===== config.mk =====
export PLATFORM = sky130hd
export DESIGN_NAME = uart_tx_scheduler
export DESIGN_NICKNAME = d
export VERILOG_FILES = /design/src/rtl/uart_tx_scheduler.sv
export SDC_FILE = /design/constraint.sdc
export NUM_CORES = 1
export LEC_CHECK = 0
export CAP_MARGIN = 30
export CORE_MARGIN = 3
export CORE_UTILIZATION = 46
export CTS_CLUSTER_DIAMETER = 30
export DETAILED_ROUTE_END_ITERATION = 8
export GPL_TIMING_DRIVEN = 1
export PLACE_DENSITY_LB_ADDON = 0.2
export SETUP_SLACK_MARGIN = 0.2
export SLEW_MARGIN = 15
export SYNTH_ARGS = -nofsm -noshare
export SYNTH_HDL_FRONTEND = slang
export SYNTH_SLANG_ARGS = --single-unit

===== constraint.sdc =====
create_clock -name sys_clk -period 3.98 [get_ports sys_clk]
set_input_delay 0.398 -clock sys_clk [delete_from_list [all_inputs] [get_ports sys_clk]]
set_output_delay 0.398 -clock sys_clk [all_outputs]
set_load 0.02 [all_outputs]

===== src/rtl/uart_tx_scheduler.sv =====
// uart_tx_scheduler: round-robin arbiter sharing one UART byte sender between NUM_REQ requesters
//   sys_clk   in  : system clock, rising edge
//   reset     in  : asynchronous active-low reset
//   req       in  : per-requester level request, held until ack
//   req_data  in  : byte of requester i at [8*i+7:8*i]
//   ack       out : one-cycle pulse, byte of requester i accepted
//   tx_data   out : byte to sender, held from launch until back in IDLE
//   tx_en     out : one-cycle launch strobe to sender
//   tx_status in  : sender status, 1 = idle/ready, 0 = transmitting
//   busy      out : 1 whenever the scheduler is not IDLE
//   grant_id  out : index of last granted requester
//   tx_err    out : one-cycle pulse, sender never went busy after launch
module uart_tx_scheduler #(
   parameter int NUM_REQ       = 4,
   parameter int START_TIMEOUT = 16
) (
   input  logic                 sys_clk,
   input  logic                 reset,
   input  logic [NUM_REQ-1:0]   req,
   input  logic [8*NUM_REQ-1:0] req_data,
   output logic [NUM_REQ-1:0]   ack,
   output logic [7:0]           tx_data,
   output logic                 tx_en,
   input  logic                 tx_status,
   output logic                 busy,
   output logic [2:0]           grant_id,
   output logic                 tx_err
);
   typedef enum logic [1:0] {IDLE, LAUNCH, WAIT_BUSY, WAIT_DONE} state_t;
   state_t state_q, state_d;
   logic [NUM_REQ-1:0]   ack_q, ack_d, rot;
   logic [2*NUM_REQ-1:0] dbl;
   logic [7:0]           tx_data_q, tx_data_d, cnt_q, cnt_d;
   logic [2:0]           grant_id_q, grant_id_d, ptr_q, ptr_d, off, win;
   logic [3:0]           sum;
   logic                 tx_en_q, tx_en_d, busy_q, busy_d, tx_err_q, tx_err_d;
   logic                 grant, timeout;
   // ptr_q holds where the next search starts, so requester 0 leads after reset
   always_comb begin
      dbl = {req, req} >> ptr_q;
      rot = dbl[NUM_REQ-1:0];
      off = '0;
      for (int i = NUM_REQ-1; i >= 0; i--)
         if (rot[i]) off = 3'(i);
      sum = {1'b0, ptr_q} + {1'b0, off};
      win = (sum >= 4'(NUM_REQ)) ? 3'(sum - 4'(NUM_REQ)) : sum[2:0];
   end
   assign grant   = (state_q == IDLE) && (|req) && tx_status;
   assign timeout = tx_status && (cnt_q >= 8'(START_TIMEOUT-1));
   always_ff @(posedge sys_clk or negedge reset) begin
      if (!reset) begin
         state_q    <= IDLE;
         ack_q      <= '0;
         tx_data_q  <= '0;
         tx_en_q    <= 1'b0;
         busy_q     <= 1'b0;
         grant_id_q <= '0;
         tx_err_q   <= 1'b0;
         cnt_q      <= '0;
         ptr_q      <= '0;
      end else begin
         state_q    <= state_d;
         ack_q      <= ack_d;
         tx_data_q  <= tx_data_d;
         tx_en_q    <= tx_en_d;
         busy_q     <= busy_d;
         grant_id_q <= grant_id_d;
         tx_err_q   <= tx_err_d;
         cnt_q      <= cnt_d;
         ptr_q      <= ptr_d;
      end
   end
   // tx_status is deliberately not examined in LAUNCH: the sender reacts one cycle late
   always_comb begin
      state_d = (state_q == IDLE)      ? (grant ? LAUNCH : IDLE) :
                (state_q == LAUNCH)    ? WAIT_BUSY :
                (state_q == WAIT_BUSY) ? (!tx_status ? WAIT_DONE : (timeout ? IDLE : WAIT_BUSY)) :
                                         (tx_status ? IDLE : WAIT_DONE);
   end
   // the timeout counter clears while launching and saturates instead of wrapping
   always_comb begin
      ack_d      = grant ? NUM_REQ'(1) << win : '0;
      tx_en_d    = grant;
      tx_data_d  = grant ? req_data[8*win +: 8] : tx_data_q;
      grant_id_d = grant ? win : grant_id_q;
      ptr_d      = grant ? ((win == 3'(NUM_REQ-1)) ? 3'd0 : win + 3'd1) : ptr_q;
      cnt_d      = (state_q == LAUNCH) ? 8'd0 :
                   ((state_q == WAIT_BUSY) && (cnt_q != 8'hFF)) ? cnt_q + 8'd1 : cnt_q;
      tx_err_d   = (state_q == WAIT_BUSY) && timeout;
      busy_d     = (state_d != IDLE);
   end
   assign ack      = ack_q;
   assign tx_data  = tx_data_q;
   assign tx_en    = tx_en_q;
   assign busy     = busy_q;
   assign grant_id = grant_id_q;
   assign tx_err   = tx_err_q;
endmodule


# [Word level (Yosys, flattened, before mapping)]
# Index checks and enable logic that the tools add are counted.
[word_totals] regBits=31 in_bits=39 elab_cells=47
[op_classes] n_addsub=4 shift=3 mux=16 order_cmp=2 reduce_logical=9 n_eq_ne=4
[op_table] cell="$shiftx A32 B7 Y8" count=1
[op_table] cell="$mux W2" count=8
[op_table] cell="$mux W8" count=2
[op_table] cell="$mux W3" count=4
[op_table] cell="$add A8 B1 Y8 const B" count=1
[op_table] cell="$ge A8 B4 Y1 const B" count=1
[op_table] cell="$ne A8 B8 Y1 const B" count=1
[op_table] cell="$shr A8 B3 Y4" count=1
[op_table] cell="$logic_and A1 B1 Y1" count=5
[op_table] cell="$add A3 B3 Y4" count=1
[op_table] cell="$ge A4 B3 Y1 const B" count=1
[op_table] cell="$mux W4" count=1
[op_table] cell="$reduce_bool A2 Y1" count=2
[op_table] cell="$reduce_or A4 Y1" count=1
[op_table] cell="$shl A1 B3 Y4 const A" count=1
[op_table] cell="$add A3 B1 Y3 const B" count=1
[op_table] cell="$eq A3 B2 Y1 const B" count=1
[op_table] cell="$sub A3 B3 Y3 const B" count=1
[op_table] cell="$eq A2 B1 Y1 const B" count=1
[op_table] cell="$eq A2 B2 Y1 const B" count=1
[op_table] cell="$logic_not A2 Y1" count=1
[op_table] cell="$mux W1" count=1

# [Longest topological paths before layout]
[depth] word_depth=10 mapped_depth=11 mapped_depth_nobuf=9

# [Least setup slack after synthesis]
# Ideal clock, no wire load.
[synth_path] path_kind="register to register" from="register ptr_q[0]" to="register tx_data_q[0] (netlist: tx_data[0])" stages_incl_launch_ff=9 arrival_time_ns=2.737 n_path_buf=2 required_time_ns=3.859 setup_ns=0.121 slack_ns=1.122 synth_period_minus_slack_ns=2.858 cell_sequence="dfrtp_1 -> clkbuf_1 -> mux2_2 -> or2_2 -> mux2i_1 -> fa_1 -> clkbuf_1 -> mux4_2 -> a22o_1"
[synth_between] elab_chain_cells=9 elab_cells_between_ends=10 cone_classes="add/sub (2); order compare (1); shift (2); mux (5)"
[synth_rtl] item="from (decl)" line_no="34" rtl="logic [2:0] grant_id_q, grant_id_d, ptr_q, ptr_d, off, win;"
[synth_rtl] item="from (signal assigned)" line_no="70" rtl="ptr_q <= ptr_d;"
[synth_rtl] item="$shr A8 B3 Y4" line_no="40" rtl="dbl = {req, req} >> ptr_q;"
[synth_rtl] item="$mux W2 (2 in a row)" line_no="44" rtl="if (rot[i]) off = 3'(i);"
[synth_rtl] item="$mux W3 (2 in a row)" line_no="44"
[synth_rtl] item="$add A3 B3 Y4 *" line_no="45" rtl="sum = {1'b0, ptr_q} + {1'b0, off};"
[synth_rtl] item="named net sum[1]" line_no="35" rtl="logic [3:0] sum;"
[synth_rtl] item="$ge A4 B3 Y1 / $sub A3 B3 Y3 (equally long branches)" line_no="46" rtl="win = (sum >= 4'(NUM_REQ)) ? 3'(sum - 4'(NUM_REQ)) : sum[2:0];"
[synth_rtl] item="$mux W3 *" line_no="46"
[synth_rtl] item="$shiftx A32 B7 Y8 *" line_no="84" rtl="tx_data_d = grant ? req_data[8*win +: 8] : tx_data_q;"
[synth_rtl] item="to (signal assigned)" line_no="64" rtl="tx_data_q <= tx_data_d;"
[synth_rtl] item="to (decl)" line_no="33" rtl="logic [7:0] tx_data_q, tx_data_d, cnt_q, cnt_d;"
# Mark *: on every way through the listed nets, which the timed path passes. The rest lies on a longest branch.
# A chain may end at the register's enable or synchronous reset.

# [Final worst setup path]
[layout_path] from="input req[3]" to="register tx_data_q[4] (netlist: tx_data[4])"
[layout_between] elab_chain_cells=9 elab_cells_between_ends=13 cone_classes="add/sub (2); order compare (1); shift (2); mux (5); reduce/logical (3)"
[layout_rtl] item="from (decl)" line_no="19" rtl="input logic [NUM_REQ-1:0] req,"
[layout_rtl] item="$shr A8 B3 Y4 *" line_no="40"
[layout_rtl] item="$mux W2 (2 in a row)" line_no="44"
[layout_rtl] item="$mux W3" line_no="44"
[layout_rtl] item="$mux W3 *" line_no="44"
[layout_rtl] item="$add A3 B3 Y4 *" line_no="45"
[layout_rtl] item="named net sum[1]" line_no="35"
[layout_rtl] item="$ge A4 B3 Y1 / $sub A3 B3 Y3 (equally long branches)" line_no="46"
[layout_rtl] item="$mux W3 *" line_no="46"
[layout_rtl] item="$shiftx A32 B7 Y8 *" line_no="84"
# Marks and branches as above.

==> results.sh <==
export IMPL_status="finished, final reports clean"
export IMPL_rr_startpoint="ptr_q[0]$_DFFE_PN0P_"
export IMPL_layout_min_cycle_time_ps=2876
export IMPL_seqPwrFrac_pct=30.3
export IMPL_io_buffers=56
export IMPL_track_usage_pct=18.92
export IMPL_fill_cells=281
export IMPL_total_power_mw=1.754
export IMPL_p_sw_share_pct=39.27
export IMPL_post_cts_setup_buffers=0
export IMPL_final_core_util_pct=69.19
export IMPL_avgSynthCellArea_um2=11.24
export IMPL_topRoutingLayerUsed="met4"
export IMPL_place_area_um2=2312
export IMPL_clkTransAtPathRegs_ps=60
export IMPL_nNetsFinal=258
export IMPL_power_internal_mw=1.065
export IMPL_switchingPower_mw=0.6890
export IMPL_ir_drop_uv=384.3
export IMPL_postCtsHoldBufs=0
export IMPL_drive_above_1_share_pct=11.37
export IMPL_hold_slack_ps=483.7
export IMPL_die_h_um=67.36
export IMPL_wl_per_cell_um=14.35
export IMPL_path_class="input pin to flip-flop"
export IMPL_start_util_pct=49.93
export IMPL_ys_warn_count=0
export IMPL_clock_sinks=31
export IMPL_p_leak_nw=1.039
export IMPL_cts_root_buf="clkbuf_8"
export IMPL_dr_pass1_iters=4
export IMPL_cts_made_buffers=5
export IMPL_cts_tree="built"
export IMPL_io_pins=57
export IMPL_final_area_um2=2400
export IMPL_gp_congestion=0.7882
export IMPL_wl_met2_mm=1.827
export IMPL_clk_latency_ps=280
export IMPL_syn_inst=154
export IMPL_grt_pass1_vias=1493
export IMPL_drc=0
export IMPL_fp_dieArea_um2=4537
export IMPL_syn2layout_area_growth_pct=38.58
export IMPL_maxCapViolCount=0
export IMPL_seqCellArea_um2=775.7
export IMPL_fmax_mhz=347.7
export IMPL_hold_viol_final=0
export IMPL_powerDensity_nw_per_um2=731.0
export IMPL_cts_path_max_buffers=2
export IMPL_fp_row_count=21
export IMPL_rsz0062_at_grt="false"
export IMPL_cp_startpoint="req[3]"
export IMPL_slew_violations=0
export IMPL_wl_met3_um=308
export IMPL_reg2reg_to="tx_data[4]$_DFFE_PN0P_"
export IMPL_syn_nets=201
export IMPL_worstHoldStart="grant_id[1]$_DFFE_PN0P_"
export IMPL_multi_input_area_um2=888.4
export IMPL_antenna_found_initial=0
export IMPL_grt_pass1_wl_mm=6.354
export IMPL_power_frac_clock_pct=13.8
export IMPL_period_share_pct=72.27
export IMPL_dp_hpwl_mm=2.830
export IMPL_crit_path_start_kind="input pin"
export IMPL_diodes=0
export IMPL_yosysUniqueCellTypes=39
export IMPL_min_to="grant_id[1]$_DFFE_PN0P_"
export IMPL_tightest_slew_ps=673.6
export IMPL_grt_max_degree=32
export IMPL_htreeDepth=2
export IMPL_wl_met1_mm=1.523
export IMPL_hold_path_class="flip-flop to flip-flop"
export IMPL_wirelength_mm=3.687
export IMPL_cp_arrival_ps=3040
export IMPL_setup_violations=0
export IMPL_ys_seq_elements=31
export IMPL_dieWidth_um=67.36
export IMPL_required_ps=4140
export IMPL_worstRegToRegCells=6
export IMPL_grt_overflow_total=0
export IMPL_ant_nets=0
export IMPL_cts_resized=0
export IMPL_power_share_combinational_pct=55.9
export IMPL_crit_path_end_kind="flip-flop"
export IMPL_path_max_fanout=11
export IMPL_setup_tns_ps=0
export IMPL_drt_vias_per_instance=5.556
export IMPL_ys_seq_area_share_pct=44.80
export IMPL_syn_cell_area_um2=1732
export IMPL_drt_iter0_drc=106
export IMPL_vias=1428
export IMPL_skew_ps=3.222
export IMPL_r2r_slack_ps=1110
export IMPL_hold_depth=2
export IMPL_relSlewSlack_pct=55.09
export IMPL_core_um2=3468
==> kinds of logic (layout without fill, tap and decap cells) <==
group | count (synthesis) | after routing | share of synthesized area [%]
multiplexers | 13 | 13 | 13.37
adder cells (fa/ha/maj) | 8 | 8 | 6.214
buffers and inverters | 13 | 70 | 3.901
AND/OR/NAND/NOR | 53 | 53 | 15.32
flip-flops | 31 | 31 | 44.80
XOR/XNOR | 1 | 1 | 0.5059
AO/OA/AOI/OAI | 35 | 35 | 15.90
==> area by class of cell <==
type / count / share of cell area, %
multi-input combinational: 110 / 37.02
sequential: 31 / 32.33
timing repair buffer: 57 / 23.67
clock buffer: 6 / 3.441
tap: 46 / 2.398
inverter: 6 / 0.9385
clock inverter: 1 / 0.2086
==> routing by layer <==
| metal | global-route usage, % | up-vias |
|---|---|---|
| li1 | - | 682 |
| met5 | 0 | - |
| met1 | 20.82 | 687 |
| met4 | 5.316 | 0 |
| met3 | 8.819 | 4 |
| met2 | 32.64 | 55 |
==> power groups by stage <==
stage	sequential (mW)	clock, mW	combinational [mW]
floorplan	0.585	0	0.649
global placement	0.529	0	0.956
detailed placement	0.534	0	0.992
CTS	0.531	0.251	0.994
global route	0.546	0.270	1.07
finish	0.532	0.243	0.980
==> synth_stat cells (all sizes together) <==
| cell | n | area [µm²] |
|---|---|---|
| a211oi | 1 | 12.51 |
| a21o | 2 | 15.01 |
| a21oi | 2 | 10.01 |
| a221oi | 2 | 17.52 |
| a22o | 8 | 70.07 |
| a22oi | 1 | 7.510 |
| a31oi | 1 | 21.27 |
| a32oi | 1 | 8.760 |
| and2 | 4 | 25.02 |
| and2b | 1 | 7.510 |
| and3 | 2 | 12.51 |
| buf | 5 | 37.53 |
| clkbuf | 2 | 7.510 |
| dfrtp | 31 | 775.7 |
| fa | 1 | 20.02 |
| ha | 7 | 87.58 |
| inv | 6 | 22.52 |
| mux2 | 1 | 11.26 |
| mux2i | 4 | 40.04 |
| mux4 | 8 | 180.2 |
| nand2 | 14 | 52.55 |
| nand2b | 2 | 12.51 |
| nand3 | 9 | 45.04 |
| nand3b | 3 | 22.52 |
| nand4 | 1 | 6.260 |
| nor2 | 9 | 33.78 |
| nor2b | 1 | 6.260 |
| nor3 | 2 | 10.01 |
| nor4 | 1 | 6.260 |
| o211ai | 3 | 22.52 |
| o21a | 2 | 15.01 |
| o21ai | 11 | 58.81 |
| o41ai | 1 | 16.27 |
| or2 | 2 | 12.51 |
| or3 | 2 | 12.51 |
| xor2 | 1 | 8.760 |
==> metrics by stage <==
step | cells | setup slack (ps)
2_1_floorplan | 154 | 1122
5_1_grt | 257 | 991.1
3_5_place_dp | 250 | 786.1
4_1_cts | 257 | 1088
6_report | 257 | 1104
3_3_place_gp | 250 | 862.0
==> worst max-delay path by stage <==
stage,end,slack (ps),cells after the start
after global routing,ptr_q[0]$_DFFE_PN0P_,990,8
after CTS,tx_data[4]$_DFFE_PN0P_,1090,6
after floorplan,tx_data[0]$_DFFE_PN0P_,1120,8
after global placement,tx_data[3]$_DFFE_PN0P_,860,7
final,tx_data[4]$_DFFE_PN0P_,1100,7
after detailed placement,tx_data[4]$_DFFE_PN0P_,790,7
==> flip-flops by register name, summed over array words and instances (netlist names) <==
signal    count
ack           4
tx_err        1
grant_id      3
ptr_q         3
busy          1
tx_en         1
state_q       2
tx_data       8
cnt_q         8
==> critical path, cell delays in order <==
cell	delay, ps
clkdlybuf4s50_1	460
mux2_2	300
or2_2	280
mux2i_1	160
fa_1	830
mux4_2	380
a22o_1	210
==> cell usage in the layout, fill, tap and decap left out, types with 5 or more instances in the layout <==
cell type,synthesis,layout
ha_1,7,7
a22o_1,8,8
nand2_1,14,14
o21ai_0,10,10
inv_1,5,5
nand3_1,9,9
mux4_2,8,8
clkdlybuf4s50_1,0,56
dfrtp_1,31,31
nor2_1,9,9
clkbuf_8,0,6
No activity file was read; power rests on OpenSTA's default activity.
